==> src/rtl/dru_pkg.sv <==
// Shared definitions for the DRU load controller: FSM state encoding and word size.
package dru_pkg;

  localparam int DRU_WORD_BYTES = 4;

  typedef enum logic [2:0] {
    ST_IDLE    = 3'd0,
    ST_RD_LO   = 3'd1,
    ST_WAIT_LO = 3'd2,
    ST_RD_UP   = 3'd3,
    ST_WAIT_UP = 3'd4,
    ST_COMMIT  = 3'd5,
    ST_ERR     = 3'd6
  } dru_state_e;

endpackage

==> src/rtl/dru_ldctrl_wdog.sv <==
// Wait-state watchdog: counts consecutive wait cycles, restarting from zero on every
// entry into a wait state, and flags the cycle in which the limit is reached.
module dru_ldctrl_wdog #(
  parameter int TIMEOUT_CYC = 255
) (
  input  logic clk,
  input  logic rst_n,
  input  logic in_wait,
  output logic expired
);

  localparam int CW = $clog2(TIMEOUT_CYC + 1);

  logic [CW-1:0] cnt_r;

  // Wait-cycle counter, held at zero outside the wait states
  always_ff @(posedge clk or negedge rst_n) begin
    if (!rst_n) begin
      cnt_r <= {CW{1'b0}};
    end else if (in_wait) begin
      cnt_r <= cnt_r + CW'(1);
    end else begin
      cnt_r <= {CW{1'b0}};
    end
  end

  assign expired = in_wait && (cnt_r == CW'(TIMEOUT_CYC - 1));

endmodule

==> src/rtl/dru_load_ctrl.sv <==
// Sequences a 64-bit load as two aligned 32-bit memory reads and commits the pair to a
// reg64 slot. Define DRU_LDCTRL_TIMEOUT_EN to enable the wait-state timeout and err pulse.
module dru_load_ctrl
  import dru_pkg::*;
#(
  parameter int ADDR_W      = 32,
  parameter int TIMEOUT_CYC = 255
) (
  input  logic              sys_clk,
  input  logic              sys_rst_n,
  input  logic              req_valid,
  output logic              req_ready,
  input  logic [ADDR_W-1:0] req_addr,
  input  logic              req_dst,
  output logic              mem_rd_en,
  output logic [ADDR_W-1:0] mem_addr,
  input  logic              mem_rd_valid,
  output logic              lo_reg32_enable,
  output logic              up_reg32_enable,
  output logic              reg64_enable1,
  output logic              reg64_enable2,
  output logic              done,
  output logic              err
);

  localparam logic [ADDR_W-1:0] ALIGN_MASK = ~ADDR_W'(DRU_WORD_BYTES - 1);

  dru_state_e        state_r;
  logic [ADDR_W-1:0] addr_r;
  logic              dst_r;
  logic              ready_r;
  logic              rd_en_r;
  logic [ADDR_W-1:0] mem_addr_r;
  logic              en1_r;
  logic              en2_r;
  logic              done_r;
  logic              in_wait_s;
  logic              timeout_s;
  logic [ADDR_W-1:0] up_addr_s;

  assign in_wait_s = (state_r == ST_WAIT_LO) || (state_r == ST_WAIT_UP);
  // Upper word address wraps naturally at 2^ADDR_W
  assign up_addr_s = (addr_r & ALIGN_MASK) + ADDR_W'(DRU_WORD_BYTES);

`ifdef DRU_LDCTRL_TIMEOUT_EN
  logic err_r;

  dru_ldctrl_wdog #(
    .TIMEOUT_CYC(TIMEOUT_CYC)
  ) u_wdog (
    .clk    (sys_clk),
    .rst_n  (sys_rst_n),
    .in_wait(in_wait_s),
    .expired(timeout_s)
  );

  // err pulses during the ERR state, i.e. one cycle after an unanswered wait expires
  always_ff @(posedge sys_clk or negedge sys_rst_n) begin
    if (!sys_rst_n) begin
      err_r <= 1'b0;
    end else begin
      err_r <= in_wait_s && !mem_rd_valid && timeout_s;
    end
  end

  assign err = err_r;
`else
  assign timeout_s = 1'b0;
  assign err       = 1'b0;
`endif

  // Load sequencer FSM with registered strobes, address and commit pulses
  always_ff @(posedge sys_clk or negedge sys_rst_n) begin
    if (!sys_rst_n) begin
      state_r    <= ST_IDLE;
      addr_r     <= {ADDR_W{1'b0}};
      dst_r      <= 1'b0;
      ready_r    <= 1'b1;
      rd_en_r    <= 1'b0;
      mem_addr_r <= {ADDR_W{1'b0}};
      en1_r      <= 1'b0;
      en2_r      <= 1'b0;
      done_r     <= 1'b0;
    end else begin
      rd_en_r <= 1'b0;
      en1_r   <= 1'b0;
      en2_r   <= 1'b0;
      done_r  <= 1'b0;
      case (state_r)
        ST_IDLE: begin
          if (req_valid) begin
            addr_r     <= req_addr;
            dst_r      <= req_dst;
            mem_addr_r <= req_addr & ALIGN_MASK;
            rd_en_r    <= 1'b1;
            ready_r    <= 1'b0;
            state_r    <= ST_RD_LO;
          end else begin
            ready_r <= 1'b1;
          end
        end
        ST_RD_LO: state_r <= ST_WAIT_LO;
        ST_WAIT_LO: begin
          if (mem_rd_valid) begin
            mem_addr_r <= up_addr_s;
            rd_en_r    <= 1'b1;
            state_r    <= ST_RD_UP;
          end else if (timeout_s) begin
            state_r <= ST_ERR;
          end else begin
            state_r <= ST_WAIT_LO;
          end
        end
        ST_RD_UP: state_r <= ST_WAIT_UP;
        ST_WAIT_UP: begin
          if (mem_rd_valid) begin
            en1_r   <= !dst_r;
            en2_r   <= dst_r;
            done_r  <= 1'b1;
            state_r <= ST_COMMIT;
          end else if (timeout_s) begin
            state_r <= ST_ERR;
          end else begin
            state_r <= ST_WAIT_UP;
          end
        end
        ST_COMMIT, ST_ERR: begin
          ready_r <= 1'b1;
          state_r <= ST_IDLE;
        end
        default: begin
          ready_r <= 1'b1;
          state_r <= ST_IDLE;
        end
      endcase
    end
  end

  assign req_ready       = ready_r;
  assign mem_rd_en       = rd_en_r;
  assign mem_addr        = mem_addr_r;
  assign lo_reg32_enable = (state_r == ST_WAIT_LO) && mem_rd_valid;
  assign up_reg32_enable = (state_r == ST_WAIT_UP) && mem_rd_valid;
  assign reg64_enable1   = en1_r;
  assign reg64_enable2   = en2_r;
  assign done            = done_r;

endmodule

==> config.mk <==
export PLATFORM = sky130hd
export DESIGN_NAME = dru_load_ctrl
export DESIGN_NICKNAME = d
export VERILOG_FILES = /design/src/rtl/dru_pkg.sv /design/src/rtl/dru_ldctrl_wdog.sv /design/src/rtl/dru_load_ctrl.sv
export SDC_FILE = /design/constraint.sdc
export NUM_CORES = 1
export LEC_CHECK = 0
export ABC_AREA = 1
export CAP_MARGIN = 20
export CORE_UTILIZATION = 56
export DETAILED_ROUTE_END_ITERATION = 16
export GPL_TIMING_DRIVEN = 0
export MAX_ROUTING_LAYER = met4
export PLACE_DENSITY = 0.9
export SYNTH_ARGS = -nofsm -noshare
export SYNTH_HDL_FRONTEND = slang
export SYNTH_SLANG_ARGS = --single-unit
==> constraint.sdc <==
create_clock -name sys_clk -period 3.2 [get_ports sys_clk]
set_input_delay 0.64 -clock sys_clk [delete_from_list [all_inputs] [get_ports sys_clk]]
set_output_delay 0.64 -clock sys_clk [all_outputs]
set_load 0.01 [all_outputs]
=== Yosys cells after proc, flatten, opt, wreduce, memory -nomap -nowiden ===
Cells that the tools add are included.
Widths: inputs -> output; s select.

* Register bits: 73
* Input port bits: 37
* Word-level logic and storage cells: 41

* $add $sub $neg: 1
* Eq/ne operators: 6
* Multiplexer cells: 17
* Reduce and logical (&&, ||, !) cells: 8

{| class="wikitable"
|+ Operators with widths
! cell !! count
|-
| $mux 32 || 2
|-
| $pmux 32 s2 || 1
|-
| $add 32x3->32 const B || 1
|-
| $pmux 3 s5 || 1
|-
| $mux 1 || 10
|-
| $eq 3x2->1 const B || 2
|-
| $ne 2x2->1 const B || 2
|-
| $pmux 1 s2 || 2
|-
| $reduce_or 4->1 || 1
|-
| $eq 3x1->1 const B || 1
|-
| $eq 3x3->1 const B || 1
|-
| $logic_not 3->1 || 1
|-
| $mux 3 || 1
|-
| $reduce_and 3->1 || 1
|-
| $logic_and 1x1->1 || 2
|-
| $reduce_and 2->1 || 1
|-
| $reduce_bool 2->1 || 1
|-
| $logic_not 1->1 || 1
|}

=== Longest topological paths before layout ===
Gate-level depths: netlist (run 1).

* Depth after elaboration: 3
* Depth in mapped cells: 10
* Mapped depth without buffers: 10

=== Least setup slack after synthesis (run 1) ===
No wires, ideal clock.

* Path kind: flip-flop to output port
* Start point: register state_r[2]
* End point: output port lo_reg32_enable
* Arrival time: 0.842 ns
* Required time: 2.560 ns
* Slack: 1.718 ns
* Cell stages (with the launch flop): 4
* Buffers on the path: 0
* Cell sequence: dfrtp_1 > nor3_4 > nand2_2 > inv_1

* Word-level cells in the longest chain between the ends: 2

{| class="wikitable"
|+ RTL lines
! item !! RTL line !! RTL
|-
| start: declaration || dru_load_ctrl.sv:28 || <nowiki>dru_state_e state_r;</nowiki>
|-
| start signal: assignment || dru_load_ctrl.sv:75 || <nowiki>state_r <= ST_IDLE;</nowiki>
|-
| start signal: assignment || dru_load_ctrl.sv:97 || <nowiki>state_r <= ST_RD_LO;</nowiki>
|-
| start signal: assignment || dru_load_ctrl.sv:102 || <nowiki>ST_RD_LO: state_r <= ST_WAIT_LO;</nowiki>
|-
| $eq 3x2->1 || dru_load_ctrl.sv:142 || <nowiki>assign lo_reg32_enable = (state_r == ST_WAIT_LO) && mem_rd_valid;</nowiki>
|-
| $logic_and 1x1->1 || dru_load_ctrl.sv:142 ||
|-
| end: declaration || dru_load_ctrl.sv:18 || <nowiki>output logic lo_reg32_enable,</nowiki>
|}

Every way passes these cells.

=== Worst setup path in the final report (run 1) ===
* Start point: input port mem_rd_valid
* End point: output port up_reg32_enable

* Word-level cells in the longest chain between the ends: 1

{| class="wikitable"
|+ RTL lines
! item !! RTL line !! RTL
|-
| start: declaration || dru_load_ctrl.sv:17 || <nowiki>input logic mem_rd_valid,</nowiki>
|-
| $logic_and 1x1->1 || dru_load_ctrl.sv:143 || <nowiki>assign up_reg32_enable = (state_r == ST_WAIT_UP) && mem_rd_valid;</nowiki>
|-
| end: declaration || dru_load_ctrl.sv:19 || <nowiki>output logic up_reg32_enable,</nowiki>
|}

Every way passes these cells.

==> impl_results.md, run 1 <==
* Result of the run: complete, no violations
* DRT iter0 DRCs at 229
* Post-Synthesis Cells at 530
* Final period demand of the worst path at 2.52 ns
* Path class of the lowest-slack min-delay path: in2async
* Number of enable flip-flop cells after synthesis at 0
* Kind of cell adding the most delay to the critical path: buffers and inverters
* Sum of overflow across all layers after global routing at 0
* Global-route wire length before repair at 17.5 mm
* Via count of the first global-routing pass at 3631
* Share of synthesized flip-flops with an asynchronous set or reset at 1.00
* Cell leakage power at 2.34 nW
* Number of synthesized register bits at 69
* Mean routed wirelength per cell at 15.2 um
* Remaining antenna violation count after routing at 0
* Setup repair after global routing missed its margin: no
* Maximum achievable frequency at 397 MHz
* Rel. slew slack at 0.422
* Final core occ at 0.748
* DIE HEIGHT at 84.7 um
* Core area at 0.00646 sq mm
* Placed Cells incl. Taps at 680
* Net total in the final layout at 652
* Floorplan die area at 0.00717 sq mm
* Share of cells above drive strength 1 at 0.100
* Maximum buffer depth of the clock tree at 2
* Initial core utilization at 0.592
* Required time at the worst-slack endpoint at 2.56 ns
* Arrival time of the worst setup path at 1.88 ns
* Most frequently used flop master after synthesis: sky130_fd_sc_hd__dfrtp_1
* Count of buffering cells on the critical path with inverters included at 3
* Startpoint of the most critical setup path: mem_rd_valid
* Standard-cell rows at 29
* Worst setup path category: in2out
* Count of hold buffers inserted by post-cts repair at 0
* Count of buffers added by post-CTS timing repair for setup at 0
* Power per cell area at 928 mW/mm^2
* Die boundary width at 84.7 um
* Number of iterations in the first detailed-routing pass at 13
* Final hold viol count at 0
* Startpoint type of the worst setup path: input port
* Setup crit end kind: primary output
* Number of distinct library cells after synthesis at 30
* Mean Syn Cell Area at 7.22 sq um
* Max incr delay on CP at 0.53 ns
* Final instance count without filler cells at 696
* Slew Viols, Final at 0
* Max rail drop VDD at 0.000501 V
* Max-cap violations at 0
* Final setup TNS at 0 ns
* Critical Path Fanout Max at 4
* Final cycle utilization of the critical path at 0.787
* Minimum setup slack among reg-to-reg paths at 1.59 ns
* Pin count of the biggest net entering global routing at 70
* Final WL at 10.6 mm
* All-layer global routing usage at 0.327
* Startpoint of the worst-slack reg-to-reg timing path: addr_r[3]
* Total vias in the final route at 3715
* Via-to-Cell Ratio at 5.34
* Clock slew at reported path FFs at 0.07 ns
* Antenna fix cells at 0
* Initial antenna violation count at 0
* Most used cell along the critical path: sky130_fd_sc_hd__clkdlybuf4s50_1
* Clk root buf: sky130_fd_sc_hd__clkbuf_8
* CTS buffer count at 9
* Clock tree from TritonCTS: yes
* Register area share after synthesis at 0.452
* CP Cell Sequence: clkdlybuf4s50_1 > nand2_1 > inv_1 > clkdlybuf4s50_1
* Standard cell with the maximum stage delay on the critical path: sky130_fd_sc_hd__clkdlybuf4s50_1
* # clock sinks at 69
* H-tree lvl count at 3
* Resized Gates After CTS at 0
* Summed instance area of the synthesized netlist at 0.00383 sq mm
* Residual DRC at 0
* Setup clock skew after layout at 0.00945 ns
* Dpl hpwl at 7.76 mm
* Port Buffers at 71
* I/O pins at 77
* Total Power at 4.48 mW
* Number of setup violations in the final report at 0
* FILL cells at 542
* Synth Warn # at 0
* Worst slew pin tran at 0.867 ns
* Area added between synthesis and finish at 26.3%
* Clock latency of the later-clocked register in the worst-skew pair at 0.35 ns
* Weighted congestion reported at the end of routability-driven placement at 0.915
registers in the layout, indices dropped and copies added, names as in the netlist:
name	count
addr_r	30
done	1
dst_r	1
mem_addr	30
mem_rd_en	1
reg64_enable1	1
reg64_enable2	1
req_ready	1
state_r	3
per-stage QoR:
step                      instance area [sq um]  hold WS [ns]  setup WS (ns)
final                                      4830         0.407          0.681
after floorplan                            3830         0.344           1.72
after global placement                     4640         0.414         -0.809
after detailed placement                   4640         0.438          0.677
after global routing                       4830         0.467          0.613
after CTS                                  4830         0.441          0.678
area by class of cell:
cell class                      count  area (sq um)  area share
Clock inverter                      4          47.5     0.00984
Inverter                           61           231      0.0479
Clock buffer                       12           145      0.0300
Buffer                             20           149      0.0308
Sequential cell                    69          1730       0.358
Timing Repair Buffer               71           708       0.147
Multi-Input combinational cell    382          1730       0.357
Tap cell                           77          96.3      0.0199
routing by layer:
metal | global-route usage | wire, um | share of wire
met1 | 0.429 | 4640 | 0.44
met2 | 0.514 | 5080 | 0.48
met3 | 0.0521 | 543 | 0.051
met4 | 0.125 | 291 | 0.028
met5 | - | 0 | 0
report_power, final:
part	internal (mW)	switching (mW)	leakage (nW)
combinational	0.926	1.19	1.39
sequential	1.29	0.352	0.851
clock	0.379	0.339	0.0964
total	2.60	1.88	2.34
path summary, 6_finish.rpt:
| path | endpoint | cells after the start |
|---|---|---|
| hold reg to reg | reg64_enable1 | 1 |
| hold / removal | dst_r | 1 |
| min in group sys_clk | reg64_enable1 | 1 |
| max in group asynchronous | mem_addr[11] | 1 |
| setup reg to reg | mem_addr[18] | 9 |
| setup / recovery | up_reg32_enable | 4 |
synth_stat cells (2+ instances only):
library cell	instances	share of area
sky130_fd_sc_hd__and2_1	2	0.0033
sky130_fd_sc_hd__nand3_1	43	0.056
sky130_fd_sc_hd__buf_2	5	0.0065
sky130_fd_sc_hd__o21ai_1	27	0.035
sky130_fd_sc_hd__nand2_4	3	0.0088
sky130_fd_sc_hd__a31oi_1	3	0.0049
sky130_fd_sc_hd__clkbuf_1	2	0.0020
sky130_fd_sc_hd__nand2_2	6	0.0098
sky130_fd_sc_hd__o21ai_0	27	0.035
sky130_fd_sc_hd__nor2_4	4	0.012
sky130_fd_sc_hd__nor2_1	44	0.043
sky130_fd_sc_hd__nand2_1	198	0.19
sky130_fd_sc_hd__nor2_2	8	0.013
sky130_fd_sc_hd__dfrtp_1	68	0.44
sky130_fd_sc_hd__o211ai_1	2	0.0039
sky130_fd_sc_hd__xnor2_1	5	0.011
sky130_fd_sc_hd__buf_4	8	0.016
sky130_fd_sc_hd__buf_6	5	0.015
sky130_fd_sc_hd__inv_1	56	0.055
sky130_fd_sc_hd__inv_2	4	0.0039
kinds of logic (layout without fill, tap and decap cells):
| group | count (synthesis) | in the layout | share of synthesized area |
|---|---|---|---|
| simple gates | 311 | 311 | 0.348 |
| buf+inv | 81 | 168 | 0.0994 |
| flops | 69 | 69 | 0.452 |
| compound gates | 61 | 61 | 0.0827 |
| xor+xnor | 6 | 6 | 0.0137 |
| fa+ha+maj | 1 | 1 | 0.00327 |
| other cells | 1 | 3 | 0.000980 |
cell usage in the layout, fill, tap and decap left out, drive strengths merged:
cell and n:
xnor2 5, clkdlybuf4s50 70, nor2 56, nand3b 1, or2 1, and2 2, nor3 1, conb 3
o21a 1, nand2 207, xor2 1, ha 1, buf 19, clkinvlp 1, clkinv 2, inv 61
a21oi 1, a31oi 3, dfstp 1, nand3 43, clkbuf 14, o211ai 2, bufinv 1, dfrtp 68
o21ai 54
(Power assumes the default switching activity.)
==> run 2: changes to the inputs <==
CORE_UTILIZATION = 47   (was 56)
PLACE_DENSITY = 0.81   (was 0.9)
clock period = 2.13 ns   (was 3.2 ns; I/O delays follow)
==> impl_results.md, run 2 (same netlist as run 1, synthesis figures left out) <==
* Pin count of the biggest net entering global routing at 70
* Mean routed wirelength per cell at 14.2 um
* Clock slew at reported path FFs at 0.08 ns
* DRT iter0 DRCs at 181
* # clock sinks at 69
* Core area at 0.00781 sq mm
* Total vias in the final route at 3674
* Weighted congestion reported at the end of routability-driven placement at 0.891
* Clock tree from TritonCTS: yes
* Required time at the worst-slack endpoint at 1.70 ns
* Initial antenna violation count at 0
* Global-route wire length before repair at 17.3 mm
* DIE HEIGHT at 92.2 um
* Arrival time of the worst setup path at 1.47 ns
* Leading cell type in the layout, fill and taps excluded: sky130_fd_sc_hd__nand2_1
* Port Buffers at 71
* Standard cell with the maximum stage delay on the critical path: sky130_fd_sc_hd__dfrtp_1
* Total Power at 6.85 mW
* Share of cells above drive strength 1 at 0.106
* Residual DRC at 0
* Slew Viols, Final at 0
* Instance area at placement at 0.00467 sq mm
* CP Cell Sequence: inv_2 > nand2_2 > nor2_1 > nand2_1 > inv_1 > dlygate4sd2_1
* I/O pins at 77
* Reg2Reg Capture Point: mem_addr[7]
* Startpoint type of the worst setup path: flip-flop
* Dpl hpwl at 7.58 mm
* Maximum buffer depth of the clock tree at 2
* Worst setup path category: reg2out
* Clk root buf: sky130_fd_sc_hd__clkbuf_8
* Critical Path Fanout Max at 4
* Maximum achievable frequency at 529 MHz
* Clock latency of the later-clocked register in the worst-skew pair at 0.35 ns
* Minimum hold slack at 0.181 ns
* Via-to-Cell Ratio at 5.08
* Max rail drop VDD at 0.000573 V
* FILL cells at 719
* Setup repair after global routing missed its margin: no
* Startpoint of the worst-slack reg-to-reg timing path: state_r[2]
* Net total in the final layout at 654
* Antenna fix cells at 0
* Setup crit end kind: primary output
* Cell leakage power at 2.38 nW
* Final WL at 10.3 mm
* Initial core utilization at 0.490
* All-layer global routing usage at 0.271
* Final period demand of the worst path at 1.89 ns
* Path class of the lowest-slack min-delay path: in2async
* Rel. slew slack at 0.409
* Final design instance area without fill at 0.00491 sq mm
* Floorplan die area at 0.00851 sq mm
* Minimum setup slack among reg-to-reg paths at 0.45 ns
* Startpoint of the most critical setup path: state_r[0]
* H-tree lvl count at 3
* Reg2reg path depth at 5
* Power per cell area at 1390 mW/mm^2
* Max incr delay on CP at 0.42 ns
* Remaining antenna violation count after routing at 0
* Max-cap violations at 0
* Standard-cell rows at 32
* Setup clock skew after layout at 0.0131 ns
* Final cycle utilization of the critical path at 0.888
* Area added between synthesis and finish at 28.3%
* Result of the run: complete, no violations
* Via count of the first global-routing pass at 3634
* Final hold viol count at 0
* Final core occ at 0.629
* Die boundary width at 92.2 um
* CTS buffer count at 9
* Sum of overflow across all layers after global routing at 0
* Number of iterations in the first detailed-routing pass at 5
* Worst slew pin tran at 0.886 ns
* Most frequent cells in the layout: 198 x sky130_fd_sc_hd__nand2_1, 68 x sky130_fd_sc_hd__dfrtp_1, 68 x sky130_fd_sc_hd__clkdlybuf4s50_1
* Number of setup violations in the final report at 0
[run 2: stage by stage]
step / cells / setup slack, ns / setup TNS (ns)
detailed placement: 705 / 0.0424 / 0
global placement: 705 / -1.71 / -117.14
global route: 723 / 0.119 / 0
finish: 723 / 0.238 / 0
floorplan: 532 / 0.790 / 0
CTS: 721 / -0.0319 / -0.0319
[run 2: routing by layer]
| metal | part of all wire | vias up | wire length [um] | track usage |
|---|---|---|---|---|
| li1 | - | 1806 | - | - |
| met1 | 0.47 | 1746 | 4870 | 0.352 |
| met2 | 0.46 | 101 | 4700 | 0.424 |
| met3 | 0.044 | 21 | 450 | 0.0398 |
| met4 | 0.026 | 0 | 272 | 0.117 |
| met5 | 0 | - | 0 | - |
[run 2: critical path, delay by kind of cell, from the launching register on]
family | cells | cell delay (ns)
buf+inv | 3 | 0.42
flops | 1 | 0.42
simple gates | 3 | 0.27
[run 2: worst max path at each step]
| stage | end | slack, ns | cells past startpoint |
|---|---|---|---|
| floorplan | mem_addr[22] | 0.79 | 10 |
| global placement | done | -1.71 | 1 |
| finish | up_reg32_enable | 0.24 | 6 |
| global route | up_reg32_enable | 0.12 | 6 |
| CTS | lo_reg32_enable | -0.03 | 4 |
| detailed placement | up_reg32_enable | 0.04 | 4 |
[run 2: cell type report]
class                   count  area [sq um]  share of cell area
well taps                 102           128              0.0260
plain buffers              20           149              0.0303
repair buffers             73           724               0.148
clock buffers              10           138              0.0280
clock inverters             6          86.3              0.0176
inverters                  61           231              0.0471
multi-input cells         382          1730               0.351
flip-flops and latches     69          1730               0.352
[run 2: where the power goes]
part / internal [mW] / leakage [nW] / total (mW) / switching, mW
logic: 1.41 / 1.42 / 3.18 / 1.77
registers: 1.94 / 0.851 / 2.46 / 0.516
clock network: 0.689 / 0.112 / 1.21 / 0.518
total: 4.04 / 2.38 / 6.85 / 2.81
[run 2: what timing repair did]
action | 4_1_cts | 5_1_grt
resized for setup | 1 | 1
setup buffers | 0 | 2
hold buffers | 0 | 0
endpoints found under the setup margin | 2 | 1
pin swaps | 1 | 1
==> run 3: changes to the inputs <==
PLACE_DENSITY = 0.77   (was 0.81)
==> impl_results.md, run 3 (same netlist as run 1, synthesis figures left out) <==
* Slew Viols, Final at 0
* Total Power at 6.81 mW
* Worst setup path category: reg2out
* Via count of the first global-routing pass at 3622
* Arrival time of the worst setup path at 1.46 ns
* Clk root buf: sky130_fd_sc_hd__clkbuf_8
* Share of cells above drive strength 1 at 0.105
* Initial core utilization at 0.490
* Combinational Power Share at 0.462
* # clock sinks at 69
* Clock latency of the later-clocked register in the worst-skew pair at 0.35 ns
* Area added between synthesis and finish at 28.1%
* DIE HEIGHT at 92.2 um
* Final cycle utilization of the critical path at 0.886
* Floorplan die area at 0.00851 sq mm
* Met3 Track Usage GR at 0.0489
* Path class of the lowest-slack min-delay path: in2async
* Switching share of power at 0.408
* GR Layer Usage met2 at 0.435
* Sum of overflow across all layers after global routing at 0
* Clock network power share at 0.178
* Final instance count without filler cells at 722
* Sequential cell area in the final layout at 0.00173 sq mm
* Fraction of met1 tracks used by global routing at 0.351
* Remaining antenna violation count after routing at 0
* Internal power consumption at 4.03 mW
* Net total in the final layout at 653
* Global-route wire length before repair at 17.4 mm
* Maximum buffer depth of the clock tree at 2
* Global-route layer with the greatest usage: met2
* FILL cells at 711
* Power per cell area at 1390 mW/mm^2
* Mean routed wirelength per cell at 14.2 um
* Initial antenna violation count at 0
* DRT iter0 DRCs at 194
* Placed Cells incl. Taps at 705
* Max-cap violations at 0
* Switching Power at 2.78 mW
* All-layer global routing usage at 0.273
* H-tree lvl count at 3
* Dpl hpwl at 7.36 mm
* Residual DRC at 0
* Number of setup violations in the final report at 0
* Count of hold buffers inserted by post-cts repair at 0
* Worst slew pin tran at 0.912 ns
* Weighted congestion reported at the end of routability-driven placement at 0.904
* CTS buffer count at 9
* Final period demand of the worst path at 1.89 ns
* Required time at the worst-slack endpoint at 1.70 ns
* Critical Path Fanout Max at 4
* Clock slew at reported path FFs at 0.07 ns
* Cell leakage power at 2.38 nW
* Core area at 0.00781 sq mm
* Clock tree from TritonCTS: yes
* Final hold viol count at 0
* Number of iterations in the first detailed-routing pass at 4
* Rel. slew slack at 0.392
* Maximum achievable frequency at 530 MHz
* Final WL at 10.2 mm
* Total vias in the final route at 3606
* Setup clock skew after layout at 0.00681 ns
* Startpoint type of the worst setup path: flip-flop
* Setup repair after global routing missed its margin: no
* Share of total power in sequential cells at 0.360
* Max rail drop VDD at 0.000648 V
* Result of the run: complete, no violations
* Standard-cell rows at 32
* Via-to-Cell Ratio at 4.99
* Setup crit end kind: primary output
* Die boundary width at 92.2 um
* I/O pins at 77
* Port Buffers at 71
* Antenna fix cells at 0
* Pin count of the biggest net entering global routing at 70
* Most frequent cells in the layout: 198 x sky130_fd_sc_hd__nand2_1, 68 x sky130_fd_sc_hd__dfrtp_1, 68 x sky130_fd_sc_hd__clkdlybuf4s50_1
* Footprint of the multi-input gates at 0.00173 sq mm
* Leading cell type in the layout, fill and taps excluded: sky130_fd_sc_hd__nand2_1
run 3: path summary, 6_finish.rpt:
check,start,to,slack (ns),cells after the start
setup / recovery,state_r[0],up_reg32_enable,0.24,6
hold / removal,sys_rst_n,reg64_enable1,0.20,1
setup reg to reg,state_r[0],mem_addr[27],0.56,7
hold reg to reg,dst_r,reg64_enable1,0.45,1
max in group asynchronous,sys_rst_n,addr_r[29],1.33,1
min in group sys_clk,dst_r,reg64_enable1,0.45,1
run 3: final cells by class:
class | count | area share
Sequential cell | 69 | 0.352
Multi-Input combinational cell | 382 | 0.352
Timing Repair Buffer | 72 | 0.146
Inverter | 61 | 0.0472
Buffer | 20 | 0.0304
Clock buffer | 10 | 0.0281
Tap cell | 102 | 0.0260
Clock inverter | 6 | 0.0176
run 3: repair_timing:
item | CTS | global route
pin swaps | 1 | 0
setup endpoints to repair | 2 | 1
endpoints found under the hold margin | 0 | 0
setup buffers | 1 | 0
gates resized for setup | 1 | 1
run 3: per-stage QoR:
stage / util / hold slack, ns / TNS [ns] / setup WS [ns] / area (sq um)
3_3_place_gp: 0.598 / 0.412 / -119.74 / -1.75 / 4670
5_1_grt: 0.628 / 0.277 / 0 / 0.158 / 4900
4_1_cts: 0.628 / 0.243 / 0 / 0.0240 / 4900
2_1_floorplan: - / 0.130 / 0 / 0.790 / 3830
3_5_place_dp: 0.598 / 0.451 / 0 / 0.0450 / 4670
6_report: 0.628 / 0.199 / 0 / 0.243 / 4900
run 3: layer usage:
layer  vias to the layer above  routed length (um)  share of wire
met5                         -                   0              0
met4                         0                 173          0.017
met3                        16                 462          0.045
met2                       101                4950           0.48
met1                      1680                4660           0.45
li1                       1809                   -              -
run 3: critical path, stage by stage, from the launching register on:
cell	delay, ns
sky130_fd_sc_hd__dfrtp_1	0.42
sky130_fd_sc_hd__inv_2	0.07
sky130_fd_sc_hd__nand2_2	0.07
sky130_fd_sc_hd__nor2_1	0.09
sky130_fd_sc_hd__nand2_1	0.11
sky130_fd_sc_hd__inv_1	0.08
sky130_fd_sc_hd__dlygate4sd2_1	0.26
run 3: power by group through the flow:
stage / logic [mW] / registers, mW / clock network (mW)
5_1_grt: 3.53 / 2.54 / 1.29
4_1_cts: 3.17 / 2.45 / 1.23
3_3_place_gp: 3.06 / 2.44 / 0
6_report: 3.15 / 2.45 / 1.21
3_5_place_dp: 3.13 / 2.46 / 0
2_1_floorplan: 1.78 / 2.51 / 0
